**src/rtl/m_wb_uart_pkg.sv**
```systemverilog
// Shared register offsets, STATUS bit positions and FSM encodings for m_wb_uart.
package m_wb_uart_pkg;

  localparam logic [1:0] UART_DATA = 2'd0;
  localparam logic [1:0] UART_STAT = 2'd1;
  localparam logic [1:0] UART_DIV  = 2'd2;

  localparam int ST_TXBUSY  = 0;
  localparam int ST_RXVALID = 1;
  localparam int ST_RXOVR   = 2;
  localparam int ST_RXFERR  = 3;
  localparam int ST_TXDROP  = 4;

  // IDLE | line idle ; START | start bit ; DATA | 8 data bits ; STOP | stop bit
  typedef enum logic [1:0] {TX_IDLE, TX_START, TX_DATA, TX_STOP} tx_state_t;
  typedef enum logic [1:0] {RX_IDLE, RX_START, RX_DATA, RX_STOP} rx_state_t;

endpackage

```
**src/rtl/m_uart_rx.sv**
```systemverilog
// 8N1 receiver: 2-FF synchroniser, mid-bit sampling FSM, shift register, frame-error flag.
module m_uart_rx
  import m_wb_uart_pkg::*;
#(
  parameter int DIVWIDTH = 16
) (
  input  logic                CLK_I,
  input  logic                RST_I_n,
  input  logic [DIVWIDTH-1:0] div_i,
  input  logic                rx_i,
  output logic [7:0]          byte_o,
  output logic                done_o,
  output logic                ferr_o
);

  logic                r_sync1, r_sync2;
  rx_state_t           r_state;
  logic [DIVWIDTH-1:0] r_cnt;
  logic [2:0]          r_bit;
  logic [7:0]          r_shift;
  logic                r_done, r_ferr;

  always_ff @(posedge CLK_I or negedge RST_I_n) begin
    if (!RST_I_n) begin
      r_sync1 <= 1'b1;
      r_sync2 <= 1'b1;
      r_state <= RX_IDLE;
      r_cnt   <= '0;
      r_bit   <= '0;
      r_shift <= '0;
      r_done  <= 1'b0;
      r_ferr  <= 1'b0;
    end else begin
      r_sync1 <= rx_i;
      r_sync2 <= r_sync1;
      r_done  <= 1'b0;
      case (r_state)
        RX_IDLE: begin
          if (!r_sync2) begin
            r_state <= RX_START;
            r_cnt   <= div_i >> 1;
          end
        end
        RX_START: begin
          if (r_cnt != '0) begin
            r_cnt <= r_cnt - 1'b1;
          end else if (!r_sync2) begin
            r_state <= RX_DATA;
            r_cnt   <= div_i;
            r_bit   <= '0;
          end else begin
            r_state <= RX_IDLE;   // glitch shorter than half a bit
          end
        end
        RX_DATA: begin
          if (r_cnt != '0) begin
            r_cnt <= r_cnt - 1'b1;
          end else begin
            r_shift <= {r_sync2, r_shift[7:1]};
            r_cnt   <= div_i;
            if (r_bit == 3'd7) r_state <= RX_STOP;
            else               r_bit   <= r_bit + 3'd1;
          end
        end
        RX_STOP: begin
          if (r_cnt != '0) begin
            r_cnt <= r_cnt - 1'b1;
          end else begin
            r_done  <= 1'b1;
            r_ferr  <= !r_sync2;
            r_state <= RX_IDLE;
          end
        end
        default: r_state <= RX_IDLE;
      endcase
    end
  end

  assign byte_o = r_shift;
  assign done_o = r_done;
  assign ferr_o = r_ferr;

endmodule

```
**src/rtl/m_wb_uart.sv**
```systemverilog
// Wishbone-classic 8N1 UART slave: bus decode, status flags, divisor and TX FSM.
module m_wb_uart
  import m_wb_uart_pkg::*;
#(
  parameter int DEFAULT_DIV = 207,
  parameter int DIVWIDTH    = 16
) (
  input  logic        CLK_I,
  input  logic        RST_I_n,
  input  logic        CYC_I,
  input  logic        STB_I,
  input  logic        WE_I,
  input  logic [1:0]  ADR_I,
  input  logic [31:0] DAT_I,
  output logic [31:0] DAT_O,
  output logic        ACK_O,
  input  logic        rx_i,
  output logic        tx_o,
  output logic        irq_o
);

  logic                r_ack;
  logic [31:0]         r_dat;
  logic [DIVWIDTH-1:0] r_div;
  tx_state_t           r_tx_state;
  logic [DIVWIDTH-1:0] r_tx_cnt;
  logic [2:0]          r_tx_bit;
  logic [7:0]          r_tx_shift;
  logic                r_tx;
  logic [7:0]          r_rxbyte;
  logic                r_rxvalid, r_rxovr, r_rxferr, r_txdrop;

  logic        w_acc, w_wr, w_rd_data, w_txbusy, w_tx_load;
  logic [31:0] w_rdata;
  logic [7:0]  w_rx_byte;
  logic        w_rx_done, w_rx_ferr;
  logic        w_unused;

  assign w_acc     = CYC_I && STB_I && !r_ack;
  assign w_wr      = w_acc && WE_I;
  assign w_rd_data = w_acc && !WE_I && (ADR_I == UART_DATA);
  assign w_txbusy  = (r_tx_state != TX_IDLE);
  assign w_tx_load = w_wr && (ADR_I == UART_DATA) && !w_txbusy;
  assign w_unused  = &{1'b0, DAT_I[31:DIVWIDTH]};

  always_comb begin
    w_rdata = '0;
    case (ADR_I)
      UART_DATA: w_rdata[7:0] = r_rxbyte;
      UART_STAT: begin
        w_rdata[ST_TXBUSY]  = w_txbusy;
        w_rdata[ST_RXVALID] = r_rxvalid;
        w_rdata[ST_RXOVR]   = r_rxovr;
        w_rdata[ST_RXFERR]  = r_rxferr;
        w_rdata[ST_TXDROP]  = r_txdrop;
      end
      UART_DIV:  w_rdata = 32'(r_div);
      default:   w_rdata = '0;
    endcase
  end

  always_ff @(posedge CLK_I or negedge RST_I_n) begin
    if (!RST_I_n) begin
      r_ack     <= 1'b0;
      r_dat     <= '0;
      r_div     <= DIVWIDTH'(DEFAULT_DIV);
      r_rxbyte  <= '0;
      r_rxvalid <= 1'b0;
      r_rxovr   <= 1'b0;
      r_rxferr  <= 1'b0;
      r_txdrop  <= 1'b0;
    end else begin
      r_ack <= w_acc;
      r_dat <= (w_acc && !WE_I) ? w_rdata : '0;
      if (w_wr && (ADR_I == UART_DIV)) r_div <= DAT_I[DIVWIDTH-1:0];
      if (w_wr && (ADR_I == UART_STAT)) begin
        if (DAT_I[ST_RXOVR])  r_rxovr  <= 1'b0;
        if (DAT_I[ST_RXFERR]) r_rxferr <= 1'b0;
        if (DAT_I[ST_TXDROP]) r_txdrop <= 1'b0;
      end
      if (w_wr && (ADR_I == UART_DATA) && w_txbusy) r_txdrop <= 1'b1;
      // a read landing on the delivery edge frees the slot for the new byte
      if (w_rx_done) begin
        if (w_rx_ferr) r_rxferr <= 1'b1;
        if (!r_rxvalid || w_rd_data) begin
          r_rxbyte  <= w_rx_byte;
          r_rxvalid <= 1'b1;
        end else begin
          r_rxovr <= 1'b1;
        end
      end else if (w_rd_data) begin
        r_rxvalid <= 1'b0;
      end
    end
  end

  always_ff @(posedge CLK_I or negedge RST_I_n) begin
    if (!RST_I_n) begin
      r_tx_state <= TX_IDLE;
      r_tx_cnt   <= '0;
      r_tx_bit   <= '0;
      r_tx_shift <= '0;
      r_tx       <= 1'b1;
    end else begin
      case (r_tx_state)
        TX_IDLE: begin
          if (w_tx_load) begin
            r_tx_state <= TX_START;
            r_tx_cnt   <= r_div;
            r_tx_shift <= DAT_I[7:0];
            r_tx_bit   <= '0;
            r_tx       <= 1'b0;
          end
        end
        TX_START: begin
          if (r_tx_cnt != '0) begin
            r_tx_cnt <= r_tx_cnt - 1'b1;
          end else begin
            r_tx_state <= TX_DATA;
            r_tx_cnt   <= r_div;
            r_tx       <= r_tx_shift[0];
          end
        end
        TX_DATA: begin
          if (r_tx_cnt != '0) begin
            r_tx_cnt <= r_tx_cnt - 1'b1;
          end else begin
            r_tx_cnt <= r_div;
            if (r_tx_bit == 3'd7) begin
              r_tx_state <= TX_STOP;
              r_tx       <= 1'b1;
            end else begin
              r_tx_bit   <= r_tx_bit + 3'd1;
              r_tx_shift <= r_tx_shift >> 1;
              r_tx       <= r_tx_shift[1];
            end
          end
        end
        TX_STOP: begin
          if (r_tx_cnt != '0) r_tx_cnt   <= r_tx_cnt - 1'b1;
          else                r_tx_state <= TX_IDLE;
        end
        default: r_tx_state <= TX_IDLE;
      endcase
    end
  end

  m_uart_rx #(.DIVWIDTH(DIVWIDTH)) u_rx (
    .CLK_I  (CLK_I),
    .RST_I_n(RST_I_n),
    .div_i  (r_div),
    .rx_i   (rx_i),
    .byte_o (w_rx_byte),
    .done_o (w_rx_done),
    .ferr_o (w_rx_ferr)
  );

  assign DAT_O = r_dat;
  assign ACK_O = r_ack;
  assign tx_o  = r_tx;
  assign irq_o = r_rxvalid;

endmodule
```
**config.mk**
```make
export PLATFORM = sky130hd
export DESIGN_NAME = m_wb_uart
export DESIGN_NICKNAME = d
export VERILOG_FILES = /design/src/rtl/m_wb_uart_pkg.sv /design/src/rtl/m_uart_rx.sv /design/src/rtl/m_wb_uart.sv
export SDC_FILE = /design/constraint.sdc
export NUM_CORES = 1
export LEC_CHECK = 0
export CAP_MARGIN = 20
export CORE_MARGIN = 2
export CORE_UTILIZATION = 25
export DETAILED_ROUTE_END_ITERATION = 8
export PLACE_DENSITY = 0.54
export SYNTH_ARGS = -nofsm -noshare
export SYNTH_HDL_FRONTEND = slang
export SYNTH_SLANG_ARGS = --single-unit
```
**constraint.sdc**
```tcl
create_clock -name CLK_I -period 6.4 [get_ports CLK_I]
set_input_delay 1.92 -clock CLK_I [delete_from_list [all_inputs] [get_ports CLK_I]]
set_output_delay 1.92 -clock CLK_I [all_outputs]
set_load 0.01 [all_outputs]
```
==> flow_metrics.py <==
metrics = {
    "timing": {
        "slew_violations": 0,
        "period_needed_ps": 4210,
        "skew_ps": 11.7,
        "max_slew_margin_pct": 34.4,
        "fmax_mhz": 237,
        "hold_violations": 0,
        "grt_setup_unrepaired": "no",
        "tns_ps": 0,
        "setup_viol": 0,
        "period_share_pct": 65.9,
        "tightest_slew_ps": 984,
    },
    "drt": {
        "drt-total-wl_mm": 15.1,
        "vias": 4465,
        "drcViolationCount": 0,
        "ant_nets": 0,
        "viasPerCell": 4.75,
        "first_pass_iters": 5,
        "routedWlPerCell_um": 16.1,
        "drtIter0Drc": 422,
    },
    "cts": {
        "cts_root_buffer": "clkbuf_16",
        "cts_setup_buffers": 0,
        "cts_max_level": 3,
        "insertion_delay_ps": 360,
        "cts_tree": "yes",
        "cts-buffers-inserted": 9,
        "clk_path_buf_depth": 2,
        "cts_hold_buf": 0,
        "clk_pin_slew_ps": 70,
        "cts_resized": 0,
        "cts.sinks": 108,
    },
    "synthesis": {
        "synthArstFlopShare_pct": 100,
        "syn_inst": 589,
        "synthFlopType": "dfrtp_1",
        "yosys_warnings": 0,
        "seq_area_frac_synth_pct": 45.2,
        "avgSynthCellArea_um2": 10.2,
        "synth_cell_type_count": 77,
        "syn_area_um2": 6000,
        "ys_ff_latch": 108,
        "synth_edf_count": 0,
    },
    "worst_setup_path": {
        "crit_type": "in -> reg",
        "critPathCaptureType": "flop",
        "critPathMaxFanout": 20,
        "arrival_ps": 4460,
        "critPathLaunchType": "input pin",
        "required_ps": 6640,
    },
    "floorplan": {
        "coreArea_um2": 23500,
        "start_util_pct": 25.5,
        "fp.dieW_um": 159,
        "rows": 56,
        "dieArea_um2": 25300,
        "die_h_um": 159,
        "pin_count": 75,
    },
    "global_route": {
        "grt_first_pass_wirelength_mm": 24.6,
        "grt_use_total_pct": 12.2,
        "grt_max_degree": 69,
        "antenna_found_initial": 0,
        "grt_pass1_vias": 4409,
        "overflow": 0,
    },
    "power_and_ir_drop": {
        "p_clk_share_pct": 18.6,
        "p_comb_share_pct": 46.3,
        "switchingPower_mw": 1.26,
        "leakage_nw": 2.98,
        "p_int_mw": 1.73,
        "powerDensity_nw_per_um2": 430,
        "peakVddDrop_mv": 0.152,
        "swShare_pct": 42.2,
        "seqPwrFrac_pct": 35.1,
    },
    "final_layout": {
        "diodes": 0,
        "nNetsFinal": 673,
        "fin_cells": 940,
        "syn_to_final_growth_pct": 15.8,
        "final_area_um2": 6950,
        "drive_gt1_share_pct": 16.4,
    },
    "placement": {
        "placed_area_um2": 6650,
        "post-place-cells": 923,
        "gp_congestion": 0.784,
        "portBuffers": 42,
        "dpl.hpwl_mm": 10.3,
    },
    "min_path": {
        "hp-class": "reg -> reg",
    },
    "flow_run": {
        "drv_cap": 0,
    },
    "status": {
        "outcome": "finished clean",
    },
}
[per-stage QoR]
stage	worst slack [ps]	util (%)	hold slack [ps]	power, mW
3_3_place_gp	1880	28.3	346	2.41
5_1_grt	2010	29.5	360	3.22
2_1_floorplan	2880	-	345	2.09
4_1_cts	2190	29.5	358	3.00
6_report	2190	29.5	357	2.99
3_5_place_dp	1810	28.3	347	2.43
[layout make-up]
| type | count | area [µm²] |
|---|---|---|
| fillers | 2507 | 16600 |
| multi-input cells | 428 | 3020 |
| flip-flops and latches | 108 | 2710 |
| repair buffers | 45 | 444 |
| well taps | 319 | 399 |
| clock buffers | 13 | 260 |
| inverters | 24 | 90.1 |
| clock inverters | 3 | 26.3 |
[power by group through the flow]
stage               clock network (mW)  registers, mW  logic [mW]
finish                           0.555           1.05        1.38
global route                     0.600           1.08        1.54
CTS                              0.572           1.05        1.38
detailed placement                   0           1.06        1.37
global placement                     0           1.06        1.36
floorplan                            0          0.990        1.10
[flip-flops by register name, summed over array words and instances, names as in the netlist, 3 cells and up, named ones only]
signal,flops
r_div,16
u_rx.byte_o,8
r_rxbyte,8
r_tx_bit,3
r_tx_shift,8
r_tx_cnt,16
u_rx.r_cnt,16
DAT_O,16
u_rx.r_bit,3
[critical path: stages]
cell and delay (ps):
clkdlybuf4s50_1 400, buf_4 230, nand2b_1 220, o31a_1 390, a31o_2 370, nor2_1 660
nand2_1 130, o311ai_0 120
[worst paths after layout]
check / cells after the start / endpoint / start / slack (ps)
max in group asynchronous: 2 / u_rx.r_cnt[7] / RST_I_n / 3630
min in group asynchronous: 1 / r_tx_bit[0] / RST_I_n / 1680
worst min register to register: 0 / u_rx.r_sync2 / u_rx.r_sync1 / 360
worst max register to register: 5 / u_rx.r_cnt[15] / u_rx.r_state[0] / 3650
worst max-delay path: 8 / r_tx_cnt[12] / ADR_I[1] / 2190
worst min-delay path: 0 / u_rx.r_sync2 / u_rx.r_sync1 / 360
[layer usage]
layer	GRT usage (%)	part of all wire, %
met1	18.5	52
met2	17.2	42
met3	3.10	4.5
met4	2.73	0.87
met5	0	0
[synth_stat cells (8+ instances only)]
library cell  instances  area share, %
mux2_2               48            9.0
and3_1               12            1.3
inv_1                23            1.4
mux2i_1              11            1.8
dfrtp_1              99             41
nand3_1               9           0.75
ha_1                 17            3.5
nor3_1               13            1.1
buf_2                 8           0.67
o21ai_0              37            3.1
xnor2_1               8            1.2
dfstp_2               9            3.9
nand2_1              50            3.1
nor2_1               50            3.1
buf_4                16            2.0
o31ai_1              14            1.8
clkbuf_1             16            1.0
a21oi_1              26            2.2
[placed cells by master (no fill, tap or decap), types with 4 or more instances in the layout]
cell type        count
nand2_1             50
xor2_1               6
clkbuf_16            9
o21ai_1              5
conb_1              16
mux2_2              48
mux2_4               6
a221oi_1             5
xnor2_1              8
or3_1                4
o31ai_1             14
nor3_1              13
clkdlybuf4s50_1     41
ha_1                17
a21oi_1             26
inv_1               23
a221oi_2             6
nor4_1               5
o21ai_0             37
nand3_1              9
and3_1              12
a22o_1               6
a221o_1              5
mux2i_1             11
nor2_1              50
o22ai_1              6
dfstp_2              9
dfrtp_1             99
[logic make-up (layout without fill, tap and decap cells)]
logic type / count (synthesis) / count (layout) / share of synthesized area, %
compound gates: 141 / 141 / 16.2
xor+xnor: 14 / 14 / 2.04
fa+ha+maj: 17 / 17 / 3.54
buf+inv: 68 / 85 / 5.56
flops: 108 / 108 / 45.2
mux: 67 / 67 / 12.7
other cells: 1 / 16 / 0.0625
simple gates: 173 / 173 / 14.6
Note: power is estimated with default switching activity, not from simulation.
==> RTL change: new RTL, same flow settings <==
Register the output `tx_o` once more, without a reset; this adds one clock of latency there. The other outputs are not delayed to match.
--- a/src/rtl/m_wb_uart.sv
+++ b/src/rtl/m_wb_uart.sv
@@ -159,3 +159,5 @@
   assign ACK_O = r_ack;
-  assign tx_o  = r_tx;
+  always_ff @(posedge CLK_I) begin
+    tx_o <= r_tx;
+  end
   assign irq_o = r_rxvalid;
Behaviour: not the same (a bounded check fails within 4 cycles, from zero or initial values and one cycle with RST_I_n low).
==> RTL change against the original RTL <==
- worst setup slack better by 0.18 ns
- synthesized area is 2.4% lower
- global-route usage is 0.62 points higher
- design area is 1.4% lower
- power is 2.8% lower
- wire length is 1.6% lower
- clock skew is 0.0023 ns lower
- final cell count is 3.1% higher
- synthesized cell count is 4.2% higher
- sequential cell count is 1 higher
- clock power is 3% lower
- largest power group unchanged
- highest routed layer unchanged
==> RTL change: results (changes against the original RTL) <==
- Status: finished, final reports clean
- The final instance count without filler cells was 969 (+3.1%).
* Max FO, Critical Path: 12 (-40%)
- The number of nets in the layout was 702 (+4.3%).
- The vias per cell came to 4.65 (-2.0%).
- Synth async-reset ratio: 99.1% (-0.92 points)
* First-pass GRT wire length: 24.4 mm (-0.59%)
- Initial drt markers: 272 (-36%)
* Maximum number of pins on one net before global-route repair: 81 (+17%)
- Global router's overall resource usage: 12.8% (+0.62 points)
- GP Congestion: 0.764 (-2.6%)
- Area contributors post-synth: sky130_fd_sc_hd__dfrtp_1, sky130_fd_sc_hd__o21ai_1, sky130_fd_sc_hd__dfstp_2
* Number of iterations in the first detailed-routing pass: 4 (-1)
- Final HPWL from detailed placement: 10.2 mm (-0.83%)
* Most common library cells after synthesis: sky130_fd_sc_hd__dfrtp_1, sky130_fd_sc_hd__nand2_1, sky130_fd_sc_hd__nor2_1, sky130_fd_sc_hd__o21ai_1, sky130_fd_sc_hd__a21oi_1
- Post-placement cell count: 951 (+3.0%)
- Transition time of the tightest slew-check pin: 1.11 ns (+0.122 ns)
- Lkg Pwr: 2.93 nW (-1.7%)
- Placed standard-cell area: 6550 um^2 (-1.5%)
* Sequential element share of the synthesized area: 46.7% (+1.5 points)
- The worst-case setup slack after placement was 1.98 ns (+0.173 ns).
* Post-route clock skew: 0.00938 ns (-0.00227 ns)
* Distinct cell type count of the synthesized netlist: 61 (-21%)
* CTS H-tree depth: 3 (unchanged)
* VDD IR-drop max: 0.000145 V (-4.3%)
* Share of post-route cells with drive strength above 1: 8.92% (-7.5 points)
- Data arrival time of the critical path: 4.26 ns (-0.20 ns)
## RTL change: changes by cell type in the layout (fill, tap and decap cells not counted), moves of 10 or more
cell	change
sky130_fd_sc_hd__mux2_1	+16
sky130_fd_sc_hd__o21ai_0	-17
sky130_fd_sc_hd__a21oi_1	+13
sky130_fd_sc_hd__o21ai_1	+42
sky130_fd_sc_hd__nor3_1	+10
sky130_fd_sc_hd__mux2_2	-34
## RTL change: routing by layer
layer  global-route usage [%]  up-vias  part of all wire, %
met2                     18.9      108                   42
met4                     2.60        0                  1.1
met1                     18.8     2157                   52
li1                         -     2233                    -
met5                        0        -                    0
met3                     3.30       11                  5.0
## RTL change: path summary, 6_finish.rpt
| check | from | to | slack, ns | depth (start not counted) |
|---|---|---|---|---|
| min | u_rx.r_sync1$_DFF_PN1_ | u_rx.r_sync2$_DFF_PN1_ | 0.36 | 0 |
| max | ADR_I[0] | r_tx_cnt[11]$_DFFE_PN0P_ | 2.36 | 7 |
| max in group asynchronous | RST_I_n | u_rx.r_sync2$_DFF_PN1_ | 3.92 | 3 |
| max reg2reg | u_rx.r_cnt[0]$_DFFE_PN0P_ | u_rx.r_cnt[12]$_DFFE_PN0P_ | 3.33 | 8 |
| min in group asynchronous | RST_I_n | u_rx.r_cnt[14]$_DFFE_PN0P_ | 1.42 | 1 |
| min reg2reg | u_rx.r_sync1$_DFF_PN1_ | u_rx.r_sync2$_DFF_PN1_ | 0.36 | 0 |
## RTL change: power by group
part	total (W)	switching, W	internal (W)
registers	0.00107	0.000206	0.000861
logic	0.00130	0.000795	0.000505
clock network	0.000536	0.000267	0.000269
total	0.00290	0.00127	0.00164
## RTL change: layout make-up
class | count | share of cell area, %
Multi-Input combinational cell | 453 | 41.9
Sequential cell | 109 | 39.9
Tap cell | 319 | 5.82
Clock inverter | 4 | 0.475
Timing Repair Buffer | 50 | 7.23
Inverter | 22 | 1.20
Clock buffer | 12 | 3.45
## RTL change: cells by family after synthesis
| kind of cell | Yosys count | synth area share (%) |
|---|---|---|
| AO/OA/AOI/OAI | 162 | 16.5 |
| XOR/XNOR | 9 | 1.35 |
| adder cells (fa/ha/maj) | 17 | 3.63 |
| buffers and inverters | 67 | 5.47 |
| flip-flops | 109 | 46.7 |
| multiplexers | 48 | 8.88 |
| other | 1 | 0.0640 |
| AND/OR/NAND/NOR | 201 | 17.4 |
## RTL change: critical path, cell delays in order
cell	delay, ns
sky130_fd_sc_hd__clkdlybuf4s50_1	0.62
sky130_fd_sc_hd__nand2b_1	0.31
sky130_fd_sc_hd__o31a_1	0.31
sky130_fd_sc_hd__a31oi_1	0.69
sky130_fd_sc_hd__o21ai_0	0.22
sky130_fd_sc_hd__nand2_1	0.12
sky130_fd_sc_hd__o21ai_1	0.06
